==> src/rtl/sh7034_dmac_arb_if.sv <==
// Request/grant bundle between the DMAC channel request latches, the
// channel arbiter and the SAR/DAR/TCR transfer engine.
interface sh7034_dmac_arb_if;
   logic       CE;
   logic       PR;
   logic [3:0] CH_REQ;
   logic [3:0] CH_EN;
   logic [3:0] CH_BURST;
   logic       ABORT;
   logic       XFER_DONE;
   logic       CH_END;
   logic       GNT_VLD;
   logic [1:0] GNT_CH;
   logic [3:0] GNT_OH;
   logic       BUS_HOLD;
   logic [1:0] RR_LAST;

   // Side that raises requests and consumes the grant.
   modport master (
      output CE, PR, CH_REQ, CH_EN, CH_BURST, ABORT, XFER_DONE, CH_END,
      input  GNT_VLD, GNT_CH, GNT_OH, BUS_HOLD, RR_LAST
   );

   // The arbiter itself.
   modport slave (
      input  CE, PR, CH_REQ, CH_EN, CH_BURST, ABORT, XFER_DONE, CH_END,
      output GNT_VLD, GNT_CH, GNT_OH, BUS_HOLD, RR_LAST
   );
endinterface

==> src/rtl/sh7034_dmac_arb.sv <==
// SH7034 DMAC channel arbiter/sequencer. Picks the channel that owns the
// transfer engine for the next unit, in fixed (0>1>2>3) or round-robin
// order, and holds the grant across units while a burst-mode owner keeps
// requesting. Cycle-steal owners always give the bus back after a unit.
module sh7034_dmac_arb #(
   parameter logic [1:0] RR_RESET_LAST = 2'd3
) (
   input logic              CLK,
   input logic              RST_N,
   sh7034_dmac_arb_if.slave bus
);

   typedef enum logic {IDLE, GRANT} state_t;

   state_t     state;
   logic       gnt_vld;
   logic [1:0] gnt_ch;
   logic [3:0] gnt_oh;
   logic       bus_hold;
   logic [1:0] rr_last;

   logic [3:0] ereq;
   logic [1:0] fixed_win;
   logic [1:0] rr_win;
   logic [1:0] winner;
   logic [1:0] idx;

   // Effective requests and the winners under both priority schemes.
   always_comb begin
      ereq      = bus.CH_REQ & bus.CH_EN;
      fixed_win = 2'd0;
      rr_win    = 2'd0;
      idx       = 2'd0;
      for (int i = 3; i >= 0; i--) begin
         if (ereq[i]) fixed_win = 2'(i);
      end
      // Scan from farthest to nearest so the nearest requester after
      // the last-served channel is the one that sticks.
      for (int off = 4; off >= 1; off--) begin
         idx = rr_last + 2'(off);
         if (ereq[idx]) rr_win = idx;
      end
      winner = bus.PR ? rr_win : fixed_win;
   end

   // Grant FSM: arbitrate in IDLE, hold the owner in GRANT until its unit
   // completes, keep it only for a still-requesting burst owner.
   always_ff @(posedge CLK or negedge RST_N) begin
      if (!RST_N) begin
         state    <= IDLE;
         gnt_vld  <= 1'b0;
         gnt_ch   <= 2'd0;
         gnt_oh   <= 4'd0;
         bus_hold <= 1'b0;
         rr_last  <= RR_RESET_LAST;
      end else if (bus.CE) begin
         if (bus.ABORT) begin
            state    <= IDLE;
            gnt_vld  <= 1'b0;
            gnt_oh   <= 4'd0;
            bus_hold <= 1'b0;
         end else begin
            case (state)
               IDLE: begin
                  if (ereq != 4'd0) begin
                     state    <= GRANT;
                     gnt_vld  <= 1'b1;
                     gnt_ch   <= winner;
                     gnt_oh   <= 4'd1 << winner;
                     bus_hold <= bus.CH_BURST[winner];
                  end
               end
               GRANT: begin
                  if (bus.XFER_DONE) begin
                     rr_last <= gnt_ch;
                     if (bus.CH_END || !(bus_hold && ereq[gnt_ch])) begin
                        state    <= IDLE;
                        gnt_vld  <= 1'b0;
                        gnt_oh   <= 4'd0;
                        bus_hold <= 1'b0;
                     end
                  end
               end
               default: begin
                  state    <= IDLE;
                  gnt_vld  <= 1'b0;
                  gnt_oh   <= 4'd0;
                  bus_hold <= 1'b0;
               end
            endcase
         end
      end
   end

   assign bus.GNT_VLD  = gnt_vld;
   assign bus.GNT_CH   = gnt_ch;
   assign bus.GNT_OH   = gnt_oh;
   assign bus.BUS_HOLD = bus_hold;
   assign bus.RR_LAST  = rr_last;

endmodule
==> src/flat_wrapper.sv <==
// flat-port wrapper written by rule: the top's interface ports become plain ports
module sh7034_dmac_arb_flat 
#(
   parameter logic [1:0] RR_RESET_LAST = 2'd3
)
  (CLK, RST_N, bus_CE, bus_PR, bus_CH_REQ, bus_CH_EN, bus_CH_BURST, bus_ABORT, bus_XFER_DONE, bus_CH_END, bus_GNT_VLD, bus_GNT_CH, bus_GNT_OH, bus_BUS_HOLD, bus_RR_LAST);
  sh7034_dmac_arb_if bus_i ();
  input logic CLK;
  input logic RST_N;
  input wire logic [$bits(bus_i.CE)-1:0] bus_CE;
  input wire logic [$bits(bus_i.PR)-1:0] bus_PR;
  input wire logic [$bits(bus_i.CH_REQ)-1:0] bus_CH_REQ;
  input wire logic [$bits(bus_i.CH_EN)-1:0] bus_CH_EN;
  input wire logic [$bits(bus_i.CH_BURST)-1:0] bus_CH_BURST;
  input wire logic [$bits(bus_i.ABORT)-1:0] bus_ABORT;
  input wire logic [$bits(bus_i.XFER_DONE)-1:0] bus_XFER_DONE;
  input wire logic [$bits(bus_i.CH_END)-1:0] bus_CH_END;
  output wire logic [$bits(bus_i.GNT_VLD)-1:0] bus_GNT_VLD;
  output wire logic [$bits(bus_i.GNT_CH)-1:0] bus_GNT_CH;
  output wire logic [$bits(bus_i.GNT_OH)-1:0] bus_GNT_OH;
  output wire logic [$bits(bus_i.BUS_HOLD)-1:0] bus_BUS_HOLD;
  output wire logic [$bits(bus_i.RR_LAST)-1:0] bus_RR_LAST;
  assign bus_i.CE = bus_CE;
  assign bus_i.PR = bus_PR;
  assign bus_i.CH_REQ = bus_CH_REQ;
  assign bus_i.CH_EN = bus_CH_EN;
  assign bus_i.CH_BURST = bus_CH_BURST;
  assign bus_i.ABORT = bus_ABORT;
  assign bus_i.XFER_DONE = bus_XFER_DONE;
  assign bus_i.CH_END = bus_CH_END;
  assign bus_GNT_VLD = bus_i.GNT_VLD;
  assign bus_GNT_CH = bus_i.GNT_CH;
  assign bus_GNT_OH = bus_i.GNT_OH;
  assign bus_BUS_HOLD = bus_i.BUS_HOLD;
  assign bus_RR_LAST = bus_i.RR_LAST;
  sh7034_dmac_arb #(.RR_RESET_LAST(RR_RESET_LAST)) u_core (.CLK(CLK), .RST_N(RST_N), .bus(bus_i));
endmodule
==> config.mk <==
export PLATFORM = sky130hd
export DESIGN_NAME = sh7034_dmac_arb_flat
export DESIGN_NICKNAME = d
export VERILOG_FILES = /design/src/rtl/sh7034_dmac_arb_if.sv /design/src/rtl/sh7034_dmac_arb.sv /design/src/flat_wrapper.sv
export SDC_FILE = /design/constraint.sdc
export NUM_CORES = 1
export LEC_CHECK = 0
export CELL_PAD_IN_SITES_DETAIL_PLACEMENT = 0
export CELL_PAD_IN_SITES_GLOBAL_PLACEMENT = 1
export CORE_MARGIN = 2
export CORE_UTILIZATION = 33
export DETAILED_ROUTE_END_ITERATION = 8
export GPL_TIMING_DRIVEN = 0
export PLACE_DENSITY_LB_ADDON = 0.3
export RECOVER_POWER = 50
export REMOVE_ABC_BUFFERS = 1
export SLEW_MARGIN = 5
export SYNTH_ARGS = -nofsm -noshare
export SYNTH_HDL_FRONTEND = slang
export SYNTH_SLANG_ARGS = --single-unit
==> constraint.sdc <==
create_clock -name CLK -period 2.7 [get_ports CLK]
set_clock_uncertainty 0.05 [all_clocks]
set_input_delay 0.675 -clock CLK [delete_from_list [all_inputs] [get_ports CLK]]
set_output_delay 0.675 -clock CLK [all_outputs]
set_load 0.02 [all_outputs]
==> metrics.yaml, run 1 <==
status: "finished clean"
cts_tree: "yes"
wl_per_cell_um: 13.5
hold_depth: 1
cp.required_ps: 2810
via_per_inst: 5.31
startpoint_type: "primary input"
antenna_cells: 0
placed_area_sq_um: 1030
place_congestion: 0.766
p_int_mw: 0.401
switchingPower_mw: 0.224
drt-total-wl_mm: 1.81
die_y_um: 50.7
io_pins: 29
grt_pass1_wl_mm: 3.04
fmax_ghz: 0.439
r2r_slack_ps: 870
synth_top_area_share_pct: 31.3
htreeDepth: 1
hold_path_startpoint: "u_core.bus.GNT_VLD$_DFFE_PN0P_"
hp-class: "register to register"
setup_tns_ps: 0
layout_commonest_cell: "clkdlybuf4s50_1"
core_area_sq_um: 2000
relSlewSlack_pct: 65.7
post-dp-hpwl_mm: 1.45
setup_slack_ps: 424
drive_gt1_share_pct: 13.1
postRouteAntennaNets: 0
rsz0062_at_grt: "no"
grtUsageMet2_pct: 22.8
dp_slack_ps: 144
finalSetupViolations: 0
yosys.cell_types.count: 37
fp.dieW_um: 50.7
ff2ff_path_depth: 5
ir_drop_mv: 0.394
clkPwrFrac_pct: 17.9
leakage_nw: 0.460
fin_crit_sh_pct: 84.3
vias: 711
cts.hold.buffers_added: 0
area_delta_synth_final_pct: 47.4
gr-usage-met1_pct: 22.6
cts_buffers: 3
num_rows: 16
post-route-cell-area_sq_um: 1060
synthTopCellsByArea: "dfrtp_1 31%, dfstp_2 7.3%, a22o_1 4.9%, mux4_2 3.1%, nand2_1 3.1%"
netlist_instances: 75
avgSynthCellArea_sq_um: 9.61
antenna_found_initial: 0
cts_setup_buffers: 0
endpoint: "u_core.bus.GNT_OH[3]$_DFFE_PN0P_"
clk_path_buf_depth: 2
cp_max_fo: 5
tightest_slew_ps: 513
firstDrtPassIters: 4
min_period_ps: 2280
slew_viol_final: 0
switching_share_pct: 35.8
top_usage_layer: "met2"
r2r-end: "u_core.bus.BUS_HOLD$_DFFE_PN0P_"
cts-root-buf: "clkbuf_4"
grt_max_degree: 12
first_global_vias: 660
yosysSeqAreaShare_pct: 38.5
synth_area_sq_um: 721
powerDensity_nw_per_um2: 588
cts_num_sinks: 11
overflow: 0
path_clk_slew_ps: 70
synth.largest_area_cell: "dfrtp_1"
r2r_start: "u_core.bus.RR_LAST[0]$_DFFE_PN1P_"
ys_warn_count: 0
crit_type: "primary input to register"
startpoint: "bus_CH_REQ[1]"
initial_core_util_pct: 36.0
finalHoldViolCount: 0
worstPathArrival_ps: 2380
comb_power_share_pct: 42.3
die-area_sq_um: 2570
hold_ws_ps: 434
end_kind: "register"
seq_power_share_pct: 39.8
use_met3_pct: 4.76
drc: 0
gr-usage-all-layers_pct: 15.5
cap_viol_max_count: 0
insertion_delay_ps: 270
drt_first_iter_violations: 13
fin_nets: 127
port_buffers: 28
final_cell_mix: "23 x clkdlybuf4s50_1, 9 x dfrtp_1, 6 x nand2_1"
ys_ff_latch: 11
cts_resized: 0
## sequential cells by signal (all words and copies together) (netlist names)
register / cells
u_core.bus.GNT_CH: 2
u_core.bus.GNT_OH: 4
u_core.bus.GNT_VLD: 1
u_core.bus.RR_LAST: 2
u_core.bus.BUS_HOLD: 1
u_core.state: 1
## layout make-up
class	count	area, sq um
clock buffer	3	22.5
clock inverter	1	5.00
fill	186	940
inverter	3	11.3
multi-input combinational	61	432
sequential	11	278
tap	27	33.8
timing repair buffer	28	280
## metal layers
metal / wire length [um] / part of all wire (%)
met5: 0 / 0
met4: 0 / 0
met3: 93 / 5.1
met2: 767 / 42
met1: 950 / 52
## cell usage after synthesis (all sizes together)
master,instances
o211ai,1
o2111ai,1
nor2,5
nand2,6
a31oi,2
nand4b,1
o22ai,1
mux2,1
o2111a,1
mux4,1
a21oi,3
inv,3
or3b,1
nand2b,2
nor3b,1
dfstp,2
o41a,1
nor2b,2
o21bai,1
o2bb2ai,2
a22o,5
a22oi,1
and3,3
nand3,4
dfrtp,9
and4b,1
o211a,1
o21ai,5
nand3b,1
nand4,1
and2,4
a21o,2
## logic make-up after synthesis
logic type,share of synthesized area [%]
simple gates,26.6
compound gates,28.6
flops,38.5
buf+inv,1.56
mux,4.69
## critical path, stage by stage
cell and delay (ps):
clkdlybuf4s50_1 450, and2_4 190, mux4_2 500, a31oi_2 230
nor2_2 100, a22o_1 240
## metrics by stage
stage          util [%]  total power [mW]  instances
3_5_place_dp       51.7             0.522        130
3_3_place_gp       51.7             0.519        130
5_1_grt            53.1             0.674        134
4_1_cts            53.1             0.637        134
6_report           53.1             0.625        134
2_1_floorplan         -             0.393         75
## worst min path at each step
stage	slack (ps)	end
global route	470	u_core.bus.GNT_OH[1]$_DFFE_PN0P_
global placement	420	u_core.bus.GNT_VLD$_DFFE_PN0P_
finish	430	u_core.bus.GNT_VLD$_DFFE_PN0P_
floorplan	330	u_core.bus.BUS_HOLD$_DFFE_PN0P_
detailed placement	420	u_core.bus.GNT_VLD$_DFFE_PN0P_
CTS	440	u_core.bus.GNT_VLD$_DFFE_PN0P_
## power by group through the flow
stage	combinational (mW)	sequential [mW]	clock, mW
CTS	0.270	0.250	0.117
global route	0.286	0.257	0.131
detailed placement	0.269	0.253	0
floorplan	0.108	0.285	0
global placement	0.266	0.253	0
finish	0.264	0.249	0.112
(Power assumes the default switching activity.)
==> inputs of run 2 (changes only) <==
--- a/config.mk
+++ b/config.mk
@@ -8,7 +8,7 @@
 export CELL_PAD_IN_SITES_DETAIL_PLACEMENT = 0
 export CELL_PAD_IN_SITES_GLOBAL_PLACEMENT = 1
 export CORE_MARGIN = 2
-export CORE_UTILIZATION = 33
+export CORE_UTILIZATION = 30
 export DETAILED_ROUTE_END_ITERATION = 8
 export GPL_TIMING_DRIVEN = 0
 export PLACE_DENSITY_LB_ADDON = 0.3
==> constraint.sdc (replaced) <==
create_clock -name CLK -period 2.2 [get_ports CLK]
set_clock_uncertainty 0.05 [all_clocks]
set_input_delay 0.55 -clock CLK [delete_from_list [all_inputs] [get_ports CLK]]
set_output_delay 0.55 -clock CLK [all_outputs]
set_load 0.02 [all_outputs]
==> run 2 against run 1 <==
Against the previous run:
- flip-flop and latch count unchanged
- first-iteration DRC count fell by 38%
- global-route usage down 1.0 points
- cell count grew 0.75%
- via count grew 0.56%
- clock power up 24%
- sequential power up 23%
- sequential share of layout area down 0.27 points
- wire length is 3.1% higher
- register-to-register slack worse by 520 ps
- critical endpoint is now u_core.bus.GNT_OH[2]$_DFFE_PN0P_
- highest routed layer is now met4
==> metrics.yaml, run 2 (synthesis results as in run 1) <==
status: "finished clean"
drt-total-wl_mm: 1.87  # +3.1%
hp-class: "register to register"
io_pins: 29  # unchanged
cp_slowest_stage_delay_ps: 520  # +20 ps
gr-usage-all-layers_pct: 14.5  # -1.0 points
finalHoldViolCount: 0  # unchanged
cts_num_sinks: 11  # unchanged
area_delta_synth_final_pct: 49.0
relSlewSlack_pct: 67.7  # +2.0 points
final_cell_mix: "23 x clkdlybuf4s50_1, 9 x dfrtp_1, 6 x nand2_1"
fin_crit_sh_pct: 97.5
cts_setup_buffers: 0  # unchanged
first_global_vias: 661  # +0.15%
cts-root-buf: "clkbuf_4"
die-area_sq_um: 2810  # +9.2%
power_mw: 0.776  # +24%
fin_nets: 127  # unchanged
port_buffers: 28  # unchanged
num_rows: 17  # +1
post-dp-hpwl_mm: 1.46  # +0.62%
core_area_sq_um: 2230  # +12%
ff2ff_path_depth: 5  # unchanged
dp_cells: 131  # +0.77%
cp_top_family: "multiplexers"
fmax_ghz: 0.466
grt_pass1_wl_mm: 2.95  # -2.7%
layout.cells.non_filler: 135  # +0.75%
min_period_ps: 2150
finalSetupViolations: 0  # unchanged
r2r-end: "u_core.bus.BUS_HOLD$_DFFE_PN0P_"
drt_first_iter_violations: 8  # -5
clk_path_buf_depth: 2  # unchanged
firstDrtPassIters: 4  # unchanged
cts_tree: "yes"
r2r_start: "u_core.bus.RR_LAST[0]$_DFFE_PN1P_"
antenna_found_initial: 0  # unchanged
cts_buffers: 3  # unchanged
tightest_slew_ps: 483  # -29.7 ps
hold_path_startpoint: "u_core.bus.GNT_VLD$_DFFE_PN0P_"
cp_cell_sequence: "clkdlybuf4s50_1 > and2_4 > mux4_2 > a31oi_4 > nor2_2 > a22o_1"
fp.dieW_um: 53.0  # +4.5%
path_clk_slew_ps: 70  # about the same
r2r_slack_ps: 350  # -520 ps
drive_gt1_share_pct: 12.1  # -0.93 points
overflow: 0  # unchanged
crit_type: "primary input to register"
postRouteAntennaNets: 0  # unchanged
place_congestion: 0.831  # +8.5%
die_y_um: 53.0  # +4.5%
antenna_cells: 0  # unchanged
slew_viol_final: 0  # unchanged
layout_commonest_cell: "clkdlybuf4s50_1"
htreeDepth: 1  # unchanged
hold_ws_ps: 431  # -3.78 ps
cp_max_fo: 5  # unchanged
drc: 0  # unchanged
nFillCells: 218  # +17%
cp.required_ps: 2310  # -500 ps
vias: 715  # +0.56%
rsz0062_at_grt: "no"
worstPathArrival_ps: 2250  # -130 ps
ir_drop_mv: 0.478  # +21%
grt_max_degree: 12  # unchanged
leakage_nw: 0.465  # +1.0%
initial_core_util_pct: 32.3  # -3.7 points
wl_per_cell_um: 13.8  # +2.4%
startpoint_type: "primary input"
end_kind: "register"
insertion_delay_ps: 270  # about the same
cap_viol_max_count: 0  # unchanged
crit_slowest_cell: "mux4_2"
min_to: "u_core.bus.GNT_VLD$_DFFE_PN0P_"
setup_tns_ps: 0  # unchanged
path_buf_inv: 1  # unchanged
hold_depth: 1  # unchanged
via_per_inst: 5.30  # -0.18%
largest_reg_flops: 4  # unchanged
powerDensity_nw_per_um2: 723  # +23%
## run 2: worst register-to-register path: cells and delay by family (launching register included)
family,cells,cell delay [ps]
AOI/OAI and AO/OA,4,900
DFF,1,570
and+or+nand+nor,1,210
## run 2: layout make-up
type,count,area [sq um],share of cell area [%]
timing repair buffer,28,283,26.3
multi-input combinational,61,440,41.0
clock buffer,4,26.3,2.45
sequential,11,278,25.9
tap,28,35.0,3.26
inverter,3,11.3,1.05
## run 2: report_power, final
group / internal [mW] / switching (mW) / total (mW)
registers: 0.258 / 0.0481 / 0.306
clock network: 0.0702 / 0.0685 / 0.139
logic: 0.170 / 0.162 / 0.331
## run 2: worst max-delay path by stage
stage | cells past startpoint | endpoint | from | slack, ps
floorplan | 5 | u_core.bus.GNT_OH[2]$_DFFE_PN0P_ | bus_CH_REQ[1] | 350
global placement | 6 | u_core.bus.GNT_OH[2]$_DFFE_PN0P_ | bus_CH_REQ[1] | -250
detailed placement | 6 | u_core.bus.GNT_OH[2]$_DFFE_PN0P_ | bus_CH_REQ[1] | -250
CTS | 6 | u_core.bus.GNT_OH[2]$_DFFE_PN0P_ | bus_CH_REQ[1] | 30
global route | 6 | u_core.bus.GNT_OH[2]$_DFFE_PN0P_ | bus_CH_REQ[3] | 4
finish | 6 | u_core.bus.GNT_OH[2]$_DFFE_PN0P_ | bus_CH_EN[1] | 50
## run 2: per-layer routing
metal  track usage (%)  routed length [um]
met5                 0                   0
met4              7.69                  23
met3              1.98                 113
met2              21.3                 803
met1              20.5                 928
## run 2: through the flow
stage / setup slack [ps] / area (sq um) / utilization [%]
3_3_place_gp: -249 / 1040 / 46.4
3_5_place_dp: -249 / 1040 / 46.4
2_1_floorplan: 350 / 721 / -
5_1_grt: 4.47 / 1070 / 48.1
4_1_cts: 27.8 / 1060 / 47.6
6_report: 54.6 / 1070 / 48.1
## run 2: timing repair
| item | in CTS | in global routing |
|---|---|---|
| hold buffers | 0 | 0 |
| resized for setup | 0 | 2 |
| endpoints found under the setup margin | 0 | 2 |
| hold endpoints to repair | 0 | 0 |
==> inputs of run 3 (changes only) <==
--- a/config.mk
+++ b/config.mk
@@ -5,6 +5,7 @@
 export SDC_FILE = /design/constraint.sdc
 export NUM_CORES = 1
 export LEC_CHECK = 0
+export CAP_MARGIN = 20
 export CELL_PAD_IN_SITES_DETAIL_PLACEMENT = 0
 export CELL_PAD_IN_SITES_GLOBAL_PLACEMENT = 1
 export CORE_MARGIN = 2
@@ -14,6 +15,7 @@
 export PLACE_DENSITY_LB_ADDON = 0.3
 export RECOVER_POWER = 50
 export REMOVE_ABC_BUFFERS = 1
+export SKIP_LAST_GASP = 1
 export SLEW_MARGIN = 5
 export SYNTH_ARGS = -nofsm -noshare
 export SYNTH_HDL_FRONTEND = slang
==> results of run 3 <==
No change in the layout: final DEF, timing and power equal those of run 2.
